<file path="src/rtl/slot_select_pkg.sv">
// Shared types and defaults for the slot-select input conditioner.
// Optional feature macro used by the top level: SLT_BTN_REPEAT_EN (button auto-repeat).
package slot_select_pkg;

    localparam int NUM_SLOTS = 4;
    localparam int SLT_W     = $clog2(NUM_SLOTS);

    localparam int DEF_DEB_CYCLES    = 1_000_000;
    localparam int DEF_DEB_W         = 20;
    localparam int DEF_FLUSH_CYCLES  = 8;
    localparam int DEF_REPEAT_CYCLES = 50_000_000;

    typedef enum logic {
        IDLE  = 1'b0,
        FLUSH = 1'b1
    } state_e;

    // Step the slot code by one, wrapping naturally at the code width.
    function automatic logic [SLT_W-1:0] slot_step(input logic [SLT_W-1:0] code, input logic up);
        return up ? code + SLT_W'(1) : code - SLT_W'(1);
    endfunction

endpackage

</file>
<file path="src/rtl/debounce_cell.sv">
// Two-flop synchroniser followed by a consecutive-disagreement debounce counter.
module debounce_cell #(
    parameter int DEB_CYCLES = 1_000_000,
    parameter int DEB_W      = 20
) (
    input  logic iclk,
    input  logic irst,
    input  logic raw,
    output logic stable
);

    logic             sync1, sync2;
    logic [DEB_W-1:0] cnt;

    always_ff @(posedge iclk or negedge irst) begin
        if (!irst) begin
            sync1  <= 1'b0;
            sync2  <= 1'b0;
            stable <= 1'b0;
            cnt    <= '0;
        end else begin
            sync1 <= raw;
            sync2 <= sync1;
            // One agreeing cycle restarts the count; the output flips only after a full run.
            if (sync2 == stable) begin
                cnt <= '0;
            end else if (cnt == DEB_W'(DEB_CYCLES - 1)) begin
                stable <= sync2;
                cnt    <= '0;
            end else begin
                cnt <= cnt + DEB_W'(1);
            end
        end
    end

endmodule

</file>
<file path="src/rtl/slot_select_ctrl.sv">
// Slot-select conditioner: debounced inputs, slot code, change pulse and flush-busy window.
// Define SLT_BTN_REPEAT_EN to enable auto-repeat while a button is held.
module slot_select_ctrl
    import slot_select_pkg::*;
#(
    parameter int DEB_CYCLES    = DEF_DEB_CYCLES,
    parameter int DEB_W         = DEF_DEB_W,
    parameter int FLUSH_CYCLES  = DEF_FLUSH_CYCLES,
    parameter int REPEAT_CYCLES = DEF_REPEAT_CYCLES
) (
    input  logic             iclk,
    input  logic             irst,
    input  logic             ibtn_next,
    input  logic             ibtn_prev,
    input  logic [SLT_W-1:0] islt_sw,
    input  logic             imode,
    output logic [SLT_W-1:0] oslt,
    output logic             oslt_chg,
    output logic             obusy
);

    localparam int NUM_IN = 5;
    localparam int FL_W   = (FLUSH_CYCLES > 1) ? $clog2(FLUSH_CYCLES) : 1;

    // Bit order: 0 next, 1 prev, 2 sw[0], 3 sw[1], 4 mode
    logic [NUM_IN-1:0] raw, deb, deb_q;
    assign raw = {imode, islt_sw[1], islt_sw[0], ibtn_prev, ibtn_next};

    for (genvar i = 0; i < NUM_IN; i++) begin : g_deb
        debounce_cell #(
            .DEB_CYCLES(DEB_CYCLES),
            .DEB_W     (DEB_W)
        ) u_deb (
            .iclk  (iclk),
            .irst  (irst),
            .raw   (raw[i]),
            .stable(deb[i])
        );
    end

    logic press_next, press_prev;
    logic ev_next, ev_prev;
    assign press_next = deb[0] & ~deb_q[0];
    assign press_prev = deb[1] & ~deb_q[1];

    // Event stage: registered press pulses; deb_q also serves as the registered switch/mode view.
    always_ff @(posedge iclk or negedge irst) begin
        if (!irst) begin
            deb_q   <= '0;
            ev_next <= 1'b0;
            ev_prev <= 1'b0;
        end else begin
            deb_q   <= deb;
            ev_next <= press_next;
            ev_prev <= press_prev;
        end
    end

    logic step_next, step_prev;

`ifdef SLT_BTN_REPEAT_EN
    localparam int RP_W = (REPEAT_CYCLES > 1) ? $clog2(REPEAT_CYCLES) : 1;
    logic [RP_W-1:0] rep_cnt;
    logic            rep_next, rep_prev;

    // Timer restarts on every press and free-runs while either button stays held.
    always_ff @(posedge iclk or negedge irst) begin
        if (!irst) begin
            rep_cnt  <= '0;
            rep_next <= 1'b0;
            rep_prev <= 1'b0;
        end else begin
            rep_next <= 1'b0;
            rep_prev <= 1'b0;
            if (press_next || press_prev || !(deb_q[0] || deb_q[1])) begin
                rep_cnt <= '0;
            end else if (rep_cnt == RP_W'(REPEAT_CYCLES - 1)) begin
                rep_cnt  <= '0;
                rep_next <= deb_q[0];
                rep_prev <= deb_q[1];
            end else begin
                rep_cnt <= rep_cnt + RP_W'(1);
            end
        end
    end

    assign step_next = ev_next | rep_next;
    assign step_prev = ev_prev | rep_prev;
`else
    assign step_next = ev_next;
    assign step_prev = ev_prev;
`endif

    state_e           state;
    logic [FL_W-1:0]  flush_cnt;
    logic             fire;
    logic [SLT_W-1:0] nxt_slt;
    logic [SLT_W-1:0] sw_q;
    logic             mode_q;

    assign sw_q   = deb_q[3:2];
    assign mode_q = deb_q[4];

    // Only IDLE accepts changes: presses during a flush are lost, switch levels are re-examined.
    always_comb begin
        fire    = 1'b0;
        nxt_slt = oslt;
        if (state == IDLE) begin
            if (mode_q) begin
                if (step_next ^ step_prev) begin
                    fire    = 1'b1;
                    nxt_slt = slot_step(oslt, step_next);
                end
            end else if (sw_q != oslt) begin
                fire    = 1'b1;
                nxt_slt = sw_q;
            end
        end
    end

    always_ff @(posedge iclk or negedge irst) begin
        if (!irst) begin
            state     <= IDLE;
            oslt      <= '0;
            oslt_chg  <= 1'b0;
            obusy     <= 1'b0;
            flush_cnt <= '0;
        end else begin
            oslt_chg <= 1'b0;
            case (state)
                IDLE: begin
                    if (fire) begin
                        oslt      <= nxt_slt;
                        oslt_chg  <= 1'b1;
                        obusy     <= 1'b1;
                        flush_cnt <= FL_W'(FLUSH_CYCLES - 1);
                        state     <= FLUSH;
                    end
                end
                FLUSH: begin
                    if (flush_cnt == '0) begin
                        state <= IDLE;
                        obusy <= 1'b0;
                    end else begin
                        flush_cnt <= flush_cnt - FL_W'(1);
                    end
                end
                default: state <= IDLE;
            endcase
        end
    end

endmodule

</file>
<file path="config.mk">
export PLATFORM = sky130hd
export DESIGN_NAME = slot_select_ctrl
export DESIGN_NICKNAME = d
export VERILOG_FILES = /design/src/rtl/slot_select_pkg.sv /design/src/rtl/debounce_cell.sv /design/src/rtl/slot_select_ctrl.sv
export SDC_FILE = /design/constraint.sdc
export NUM_CORES = 1
export LEC_CHECK = 0
export ABC_AREA = 1
export BUFFER_PORTS_ARGS = -buffer_cell sky130_fd_sc_hd__buf_2
export CAP_MARGIN = 0
export CELL_PAD_IN_SITES_DETAIL_PLACEMENT = 0
export CELL_PAD_IN_SITES_GLOBAL_PLACEMENT = 1
export CORE_ASPECT_RATIO = 0.6
export CORE_MARGIN = 2
export CORE_UTILIZATION = 50
export CTS_BUF_LIST = sky130_fd_sc_hd__clkbuf_8
export DETAILED_ROUTE_END_ITERATION = 8
export GPL_TIMING_DRIVEN = 0
export PLACE_DENSITY = 0.8
export SKIP_LAST_GASP = 1
export SLEW_MARGIN = 20
export SYNTH_ARGS = -nofsm -noshare
export SYNTH_HDL_FRONTEND = slang
export SYNTH_HIERARCHICAL = 1
export SYNTH_SLANG_ARGS = --single-unit
</file>
<file path="constraint.sdc">
create_clock -name iclk -period 1.73 [get_ports iclk]
set_input_delay 0.173 -clock iclk [delete_from_list [all_inputs] [get_ports iclk]]
set_output_delay 0.173 -clock iclk [all_outputs]
set_load 0.01 [all_outputs]
</file>
==> out/results.tsv <==
metric	value	unit
RSZ-0062 raised after global routing	no	
area of the core	14400	um2
Nets	927	
Logic pwr share	0.037	
TritonCTS clock tree	done	
Reg2Reg Depth	6	
Total Routing Usage GR	0.210	
status	finished, final reports clean	
CP arrival	1.89	ns
wire length on met2	5990	um
vias per cell	4.97	
largest net degree at the start of global routing	67	
mux share of post-synthesis cell area	0.00154	
Setup CP Type	reg -> reg	
largest family of logic cells by synthesized area	simple AND/OR/NAND/NOR gates	
Reg2Reg Setup Slack	0.16	ns
area grow syn2layout	11.0	%
maximum VDD drop	0.000434	V
met3 wire length	692	um
Ports	11	
max_slew headroom	0.665	
post-synthesis simple-gate area fraction	0.403	
Max clock buf depth	2	
Primary FF master, synth	dfrtp_1	
Psw	1.40	mW
Worst EP required	2.05	ns
drt wl/cell	13.4	um
Clock power frac	0.445	
wl on met1	8270	um
CTS Buf Count	17	
critical path peak fanout	7	
H-Tree Depth	4	
synth unique cells	26	
drc violations	0	
Seq cells post-synth	130	
commonest non-fill, non-tap cell in the layout	nor2_1	
Max Used Layer	met4	
Pwr Density	736	nW/um2
Leakage	3.49	nW
syn nets	891	
Peak Freq	636	MHz
Layout Skew	0.00919	ns
Tcrit/Tclk final	0.909	
Routed Antenna Nets	0	
drt initial violations	495	
Net Sw Frac	0.233	
HPWL Detailed	11400	um
antenna violations before repair	0	
vias in the first global route	5319	
Internal Power	4.59	mW
capturing point of the worst reg2reg path	g_deb[2].u_deb/cnt[0]	
global-route wire length before repair	26500	um
placed cells	1086	
async set-reset flop share out of synthesis	1.00	
setup_tns	0	ns
share of cells above drive strength 1	0.225	
worst-margin pin slew	0.503	ns
max_cap viols	0	
fin crit period	1.57	ns
die span in x	160	um
CTS Root Cell	clkbuf_8	
Syn Inst Count	877	
Worst setup SP type	flip-flop	
number of port buffers	10	
Rows	34	
post_cts resized	0	
Total Wirelength	15100	um
Filler cells	1299	
Post-Synth XOR/XNOR Area	0.0660	
number of detailed-route iterations in the first pass	5	
die area	15700	um2
Initial Utilization	0.509	
max-slew violations	0	
GR Overflow Total	0	
clock sink total	130	
routability cong.	0.878	
Post-synth EDFFs	0	
clock slew at reported path FFs	0.07	ns
area of the mapped netlist	7330	um2
Synth Area in Compound Gates	0.0264	
Hold Violations, Final	0	
worst hold path type	in -> async	
ANT cells	0	
fin cells	1123	
fraction of the mapped netlist area in adder cells	0.0119	
Clk Latency, worst-skew pair	0.43	ns
count of final setup violators	0	
average size of a mapped cell	8.36	um2
vias	5584	
most frequent cells in the layout	nor2_1 (182), dfrtp_1 (130), nand2_1 (129), inv_1 (82), nand3_1 (62)	
Worst Setup End Kind	flip-flop	
Die Ht	97.8	um
Seq/Total Area, Yosys	0.444	
Worst R2R Start	g_deb[2].u_deb/cnt[0]	
Flop pwr share	0.518	
Ys Warns	6	
==> repair_timing <==
| item | 4_1_cts | 5_1_grt |
|---|---|---|
| hold buffers | 6 | 0 |
| endpoints found under the hold margin | 70 | 0 |
| setup buffers | 0 | 0 |
==> cell families (layout without fill, tap and decap cells) <==
kind of cell,count (synthesis),count (layout)
simple gates,557,557
flops,130,130
buf+inv,93,141
xor+xnor,51,51
compound gates,38,38
fa+ha+maj,7,7
mux,1,1
==> layer usage <==
layer	global-route usage	vias to the layer above
met3	0.0412	12
met5	0	-
li1	-	2843
met4	0.0541	0
met1	0.339	2631
met2	0.285	98
==> worst max-delay path by stage <==
| stage | slack [ns] | end | start |
|---|---|---|---|
| floorplan | 0.49 | g_deb[0].u_deb/cnt[14] | g_deb[0].u_deb/cnt[0] |
| finish | 0.16 | g_deb[2].u_deb/cnt[0] | g_deb[2].u_deb/cnt[0] |
| global route | 0.04 | g_deb[2].u_deb/cnt[5] | g_deb[2].u_deb/cnt[0] |
| detailed placement | 0.18 | g_deb[2].u_deb/cnt[5] | g_deb[2].u_deb/cnt[0] |
| global placement | -1.27 | g_deb[4].u_deb/cnt[14] | irst |
| CTS | 0.17 | g_deb[2].u_deb/cnt[5] | g_deb[2].u_deb/cnt[0] |
==> state kept, by name, indices dropped and copies added (netlist names) <==
register            cells
ev_prev                 1
g_deb.u_deb/cnt       100
g_deb.u_deb/sync1       5
g_deb.u_deb/sync2       5
flush_cnt               3
obusy                   1
g_deb.u_deb/stable      5
oslt_chg                1
state                   1
deb_q                   5
ev_next                 1
oslt                    2
==> power by group through the flow <==
stage	Clock (mW)	Sequential [mW]	Combinational [mW]
final	2.66	3.11	0.221
after global routing	2.90	3.11	0.258
after detailed placement	0	3.16	0.219
after global placement	0	3.16	0.201
after floorplan	0	3.16	0.108
after CTS	2.77	3.10	0.229
==> layout make-up <==
cell class / instances / area (um2) / share of cell area
multi-input combinational: 654 / 3730 / 0.458
sequential: 130 / 3250 / 0.400
inverter: 93 / 349 / 0.0429
clock buffer: 18 / 248 / 0.0304
tap: 198 / 248 / 0.0304
clock inverter: 13 / 163 / 0.0200
timing repair buffer: 17 / 148 / 0.0181
==> worst max-delay path: stages, from the launching register on <==
cell     delay, ns
dfrtp_1       0.38
ha_1          0.22
nand3_1       0.15
nor2_2        0.27
nand3_2       0.24
nand2_4       0.16
nor2_1        0.05
==> per-stage QoR <==
stage / setup WS (ns) / instance area (um2) / hold slack (ns) / total power, mW / util
after CTS: 0.170 / 8140 / 0.274 / 6.10 / 0.564
after detailed placement: 0.179 / 7670 / 0.165 / 3.38 / 0.532
after global placement: -1.27 / 7630 / 0.281 / 3.36 / 0.529
after global routing: 0.0420 / 8140 / 0.293 / 6.27 / 0.564
final: 0.157 / 8140 / 0.274 / 5.99 / 0.564
after floorplan: 0.490 / 7330 / -0.123 / 3.27 / -
==> synth_stat cells, types with 10 or more instances <==
cell type	count	area, um2
a21oi_1	10	50.1
dfrtp_1	130	3250
inv_1	82	308
inv_2	11	41.3
nand2_1	129	484
nand2_2	45	282
nand2_4	12	135
nand3_1	62	310
nand3_2	11	110
nand4_1	21	131
nor2_1	182	683
nor2_2	30	188
nor2_4	30	338
nor3_1	10	50.1
nor3b_2	10	125
o21ai_1	20	100
xnor2_1	11	96.3
xor2_1	35	307
Note: power is estimated with default switching activity, not from simulation.
